### config.mk
export PLATFORM = sky130hd
export DESIGN_NAME = fetch_ctrl_flat
export DESIGN_NICKNAME = d
export VERILOG_FILES = /design/src/rtl/fetch_if.sv /design/src/rtl/fetch_ctrl.sv /design/src/flat_wrapper.sv
export SDC_FILE = /design/constraint.sdc
export NUM_CORES = 1
export LEC_CHECK = 0
export CELL_PAD_IN_SITES_DETAIL_PLACEMENT = 0
export CELL_PAD_IN_SITES_GLOBAL_PLACEMENT = 2
export CORE_UTILIZATION = 28
export DETAILED_ROUTE_END_ITERATION = 12
export GPL_ROUTABILITY_DRIVEN = 0
export PLACE_DENSITY_LB_ADDON = 0.12
export RECOVER_POWER = 25
export SLEW_MARGIN = 20
export SYNTH_ARGS = -nofsm -noshare
export SYNTH_HDL_FRONTEND = slang
export SYNTH_SLANG_ARGS = --single-unit
### constraint.sdc
create_clock -name clk -period 2.8 [get_ports clk]
set_clock_uncertainty 0.2 [all_clocks]
set_input_delay 0.7 -clock clk [delete_from_list [all_inputs] [get_ports clk]]
set_output_delay 0.7 -clock clk [all_outputs]
set_load 0.02 [all_outputs]
### src/rtl/fetch_if.sv
// fetch_if: bundles the fetch-stage control, ROM and decode-side signals.
// The slave modport is taken by fetch_ctrl; the master modport is the
// environment side (execute redirect, stall source, ROM and decode).
interface fetch_if;
    logic        jump_en_i;
    logic [31:0] jump_addr_i;
    logic        stall_i;
    logic [31:0] rom_inst_i;
    logic [31:0] pc_o;
    logic [31:0] inst_o;
    logic [31:0] inst_pc_o;
    logic        inst_valid_o;
    logic        fetch_err_o;

    modport slave (
        input  jump_en_i, jump_addr_i, stall_i, rom_inst_i,
        output pc_o, inst_o, inst_pc_o, inst_valid_o, fetch_err_o
    );

    modport master (
        output jump_en_i, jump_addr_i, stall_i, rom_inst_i,
        input  pc_o, inst_o, inst_pc_o, inst_valid_o, fetch_err_o
    );
endinterface

### src/rtl/fetch_ctrl.sv
// fetch_ctrl: program-counter sequencing and instruction hand-off to decode
// for a ROM with one cycle of registered read latency.
// Stage p0 is the address presented to the ROM, stage p1 is the word coming
// back. A hold register keeps the word alive while decode is stalled, and a
// redirect flushes the wrong-path word already in flight.
// Optional build macro FETCH_MISALIGN_CHK_EN enables a sticky flag for
// redirects whose target is not word aligned.
module fetch_ctrl #(
    parameter logic [31:0] RESET_PC = 32'h0000_0000
) (
    input  logic   clk,
    input  logic   rst_n,
    fetch_if.slave bus
);

    localparam logic [31:0] NOP = 32'h0000_0013;

    logic [31:0] pc_p0;
    logic [31:0] inst_pc_p1;
    logic        vld_p1;
    logic        stall_q;
    logic [31:0] hold_q;
    logic [31:0] inst_sel;

    // Redirect targets are forced onto a word boundary.
    function automatic logic [31:0] align_word(input logic [31:0] addr);
        return {addr[31:2], 2'b00};
    endfunction

    // Stage p0: next fetch address (redirect, then hold, then sequential wrap).
    always_ff @(posedge clk or negedge rst_n) begin
        if (!rst_n) begin
            pc_p0 <= RESET_PC;
        end else if (bus.jump_en_i) begin
            pc_p0 <= align_word(bus.jump_addr_i);
        end else if (!bus.stall_i) begin
            pc_p0 <= pc_p0 + 32'd4;
        end
    end

    // Stage p1: address and validity of the word returning from the ROM.
    always_ff @(posedge clk or negedge rst_n) begin
        if (!rst_n) begin
            inst_pc_p1 <= RESET_PC;
            vld_p1     <= 1'b0;
        end else if (bus.jump_en_i) begin
            inst_pc_p1 <= pc_p0;
            vld_p1     <= 1'b0;
        end else if (!bus.stall_i) begin
            inst_pc_p1 <= pc_p0;
            vld_p1     <= 1'b1;
        end
    end

    // Track stall history and capture the ROM word on the first stalled edge,
    // since the ROM moves on to the next address while decode is frozen.
    always_ff @(posedge clk or negedge rst_n) begin
        if (!rst_n) begin
            stall_q <= 1'b0;
            hold_q  <= 32'h0;
        end else begin
            stall_q <= bus.jump_en_i ? 1'b0 : bus.stall_i;
            if (bus.stall_i && !bus.jump_en_i && !stall_q) begin
                hold_q <= bus.rom_inst_i;
            end
        end
    end

    // Decode sees NOP when invalid, the captured word while stalled, else the ROM.
    always_comb begin
        inst_sel = bus.rom_inst_i;
        if (!vld_p1) begin
            inst_sel = NOP;
        end else if (stall_q) begin
            inst_sel = hold_q;
        end
    end

    assign bus.pc_o         = pc_p0;
    assign bus.inst_pc_o    = inst_pc_p1;
    assign bus.inst_valid_o = vld_p1;
    assign bus.inst_o       = inst_sel;

`ifdef FETCH_MISALIGN_CHK_EN
    logic err_q;

    // Sticky flag: any redirect with nonzero low address bits, cleared only by reset.
    always_ff @(posedge clk or negedge rst_n) begin
        if (!rst_n) begin
            err_q <= 1'b0;
        end else if (bus.jump_en_i && (bus.jump_addr_i[1:0] != 2'b00)) begin
            err_q <= 1'b1;
        end
    end

    assign bus.fetch_err_o = err_q;
`else
    logic unused_addr_lo;
    assign unused_addr_lo  = ^bus.jump_addr_i[1:0];
    assign bus.fetch_err_o = 1'b0;
`endif

endmodule

### src/flat_wrapper.sv
// flat-port wrapper written by rule: the top's interface ports become plain ports
module fetch_ctrl_flat 
#(
    parameter logic [31:0] RESET_PC = 32'h0000_0000
)
  (clk, rst_n, bus_jump_en_i, bus_jump_addr_i, bus_stall_i, bus_rom_inst_i, bus_pc_o, bus_inst_o, bus_inst_pc_o, bus_inst_valid_o, bus_fetch_err_o);
  fetch_if bus_i ();
  input  logic clk;
  input  logic rst_n;
  input wire logic [$bits(bus_i.jump_en_i)-1:0] bus_jump_en_i;
  input wire logic [$bits(bus_i.jump_addr_i)-1:0] bus_jump_addr_i;
  input wire logic [$bits(bus_i.stall_i)-1:0] bus_stall_i;
  input wire logic [$bits(bus_i.rom_inst_i)-1:0] bus_rom_inst_i;
  output wire logic [$bits(bus_i.pc_o)-1:0] bus_pc_o;
  output wire logic [$bits(bus_i.inst_o)-1:0] bus_inst_o;
  output wire logic [$bits(bus_i.inst_pc_o)-1:0] bus_inst_pc_o;
  output wire logic [$bits(bus_i.inst_valid_o)-1:0] bus_inst_valid_o;
  output wire logic [$bits(bus_i.fetch_err_o)-1:0] bus_fetch_err_o;
  assign bus_i.jump_en_i = bus_jump_en_i;
  assign bus_i.jump_addr_i = bus_jump_addr_i;
  assign bus_i.stall_i = bus_stall_i;
  assign bus_i.rom_inst_i = bus_rom_inst_i;
  assign bus_pc_o = bus_i.pc_o;
  assign bus_inst_o = bus_i.inst_o;
  assign bus_inst_pc_o = bus_i.inst_pc_o;
  assign bus_inst_valid_o = bus_i.inst_valid_o;
  assign bus_fetch_err_o = bus_i.fetch_err_o;
  fetch_ctrl #(.RESET_PC(RESET_PC)) u_core (.clk(clk), .rst_n(rst_n), .bus(bus_i));
endmodule
==> flow_metrics.tcl <==
set metrics [dict create \
    hold_ws_ns 0.281 \
    postCtsResizedCells 32 \
    cts_buffer_depth 2 \
    synth_commonest_cells "94 x dfrtp_1, 59 x mux2_2, 44 x nor2_1" \
    route.detailed.drc 0 \
    wire_per_inst_um 15.7 \
    synth_cells 419 \
    status "complete, but fails checks" \
    hold_buffers 0 \
    cts_root_buffer "clkbuf_16" \
    failed_checks "max-capacitance violations, max-slew violations" \
    drtIter0Drc 95 \
    rsz0062_at_grt "no" \
    dpl.hpwl_um 8840 \
    drive_above_1_share_pct 17.0 \
    syn2layout_area_growth_pct 46.1 \
    hold_viol_final 0 \
    die_area_mm2 0.0170 \
    antenna_found_initial 0 \
    coreArea_mm2 0.0160 \
    routed_wl_um 12500 \
    avgSynthCellArea_um2 11.0 \
    drtPass1Iterations 4 \
    hold_path_class "register to register" \
    relSlewSlack_pct -21.7 \
    via_per_inst 4.61 \
    synth-seq-area-share_pct 50.9 \
    cp-start-kind "primary input" \
    synth_ff_type "dfrtp_1" \
    maxCapViolations 1 \
    synth_top_cell_by_area "dfrtp_1" \
    diodes 0 \
    num_vias 3687 \
    ys_warn_count 0 \
    grt_pass1_vias 3667 \
    nNetsFinal 649 \
    clk_pin_slew_ns 0.06 \
    drtAntennaViolNets 0 \
    hold_end "u_core.bus.inst_pc_o[12]" \
    setup_viol 0 \
    leakage_nw 2.75 \
    cp-end-kind "output port" \
    crit_required_ns 1.90 \
    cp.arrival_ns 1.70 \
    grt_max_degree 45 \
    numCtsBuffers 9 \
    die_x_um 131 \
    p_per_area_mw_per_mm2 552 \
    worst_pin_slew_ns 1.83 \
    overflow 0 \
    r2r_start "u_core.bus.pc_o[6]" \
    ys_top_cells_by_area "dfrtp_1 51%, mux2_2 14%, mux2i_1 7.1%" \
    std_cell_rows 46 \
    synth.most_common_cell "dfrtp_1" \
    initial_core_util_pct 28.9 \
    critical_path_class "primary input to output port" \
    netlist_area_mm2 0.00463 \
    rrSetupSlack_ns 0.33 \
    ios 166 \
    synth-seq-cells 94 \
    cp_max_fo 2 \
    async_flop_share_pct 100 \
    hold_path.startpoint "u_core.bus.inst_pc_o[12]" \
    synth.top_cell.area_share_pct 50.9 \
    gr-usage-all-layers_pct 15.2 \
    peakVddDrop_mv 0.331 \
    hold_path_depth 2 \
    fin_util_pct 42.2 \
    clock_latency_ns 0.34 \
    timing.rr.end "u_core.bus.pc_o[31]" \
    synth_edf_count 0 \
    timing.final.crit_share_pct 93.0 \
    max_freq_mhz 384 \
    cts_tree "yes" \
    cts_setup_buffers 0 \
    crit_start "bus_rom_inst_i[8]" \
    h-tree-depth 3 \
    fin_crit_ns 2.60 \
    grt_pass1_wl_um 19800 \
    cts_num_sinks 94 \
    yosysUniqueCellTypes 39 \
    worstRegToRegCells 4 \
    port-buffer-count 158 \
    die_y_um 131 \
    finalMaxSlewViolations 31 \
]
[where the power goes]
group | leakage, nW | internal (mW) | total [mW] | switching [mW]
Clock | 0.129 | 0.620 | 1.12 | 0.505
Sequential | 1.10 | 1.54 | 1.67 | 0.133
Combinational | 1.53 | 0.492 | 0.935 | 0.443
Total | 2.75 | 2.65 | 3.73 | 1.08
[metrics by stage]
stage / setup TNS, ns / setup WS (ns) / instance area (um^2) / total power [mW] / std cells
2_1_floorplan: 0 / 0.297 / 4640 / 2.17 / 423
3_3_place_gp: -1.16 / -0.0749 / 6550 / 2.66 / 785
3_5_place_dp: -1.38 / -0.0859 / 6550 / 2.67 / 785
4_1_cts: 0 / 0.189 / 6770 / 3.80 / 800
5_1_grt: 0 / 0.124 / 6760 / 3.94 / 800
6_report: 0 / 0.195 / 6760 / 3.73 / 800
[state kept, by name (all words and copies together) (netlist names)]
| signal | cells |
|---|---|
| u_core.bus.pc_o | 30 |
| u_core.hold_q | 32 |
| u_core.bus.inst_pc_o | 30 |
| u_core.bus.inst_valid_o | 1 |
| u_core.stall_q | 1 |
[critical path: stages]
cell and delay (ns):
clkdlybuf4s50_1 0.48, mux2i_1 0.07, nor2_1 0.11, dlygate4sd2_1 0.35
[final cells by class]
type	instances	area, um^2
Sequential cell	94	2350
Inverter	6	22.5
Tap cell	216	270
Clock buffer	13	250
Clock inverter	2	10.0
Timing Repair Buffer	181	1740
Fill cell	1613	9240
Multi-Input combinational cell	288	2110
[cells in the final DEF, fill, tap and decap left out, types with 3 or more instances in the layout]
master           synthesis  final
nand4_1                  7      7
xor2_1                   5      5
clkbuf_1                15      4
clkbuf_16                0      9
buf_12                   0      3
conb_1                   1      5
mux2i_1                 33     33
xnor2_1                  9      9
mux2_2                  59     59
nand3_1                  8      8
or4_1                   13     13
inv_1                    5      5
nor2_1                  44     44
nor3_1                   3      3
clkdlybuf4s50_1          0    125
o21ai_0                 21     21
nor4_1                   5      5
o31ai_1                 11     11
a31oi_1                 13     13
dfrtp_1                 94     93
nor2b_1                  5      3
dlygate4sd2_1            0     32
nand2_1                 29     29
buf_4                    5     18
[cells by family (layout without fill, tap and decap cells)]
group	after synthesis	after routing	synth area share, %
buffers and inverters	41	202	4.17
xor gates and xnor gates	14	14	2.65
other	1	5	0.0811
and+or+nand+nor	127	127	14.0
AOI/OAI and AO/OA	49	49	6.49
DFF	94	94	50.9
muxes	92	92	21.5
adders and majority gates	1	1	0.270
[worst max path at each step]
stage                        end  slack [ns]  cells past startpoint
3_3_place_gp       bus_inst_o[8]       -0.07                      4
4_1_cts            bus_inst_o[8]        0.19                      4
6_report           bus_inst_o[8]        0.20                      4
2_1_floorplan  u_core.hold_q[10]        0.30                      7
3_5_place_dp       bus_inst_o[8]       -0.09                      4
5_1_grt            bus_inst_o[8]        0.12                      4
[per-layer routing]
metal,part of all wire (%),GRT usage [%],vias up
li1,-,-,1800
met1,46,19.7,1765
met2,45,24.2,110
met3,7.1,3.95,12
met4,1.4,6.29,0
met5,0,0,-
No activity file was read; power rests on OpenSTA's default activity.
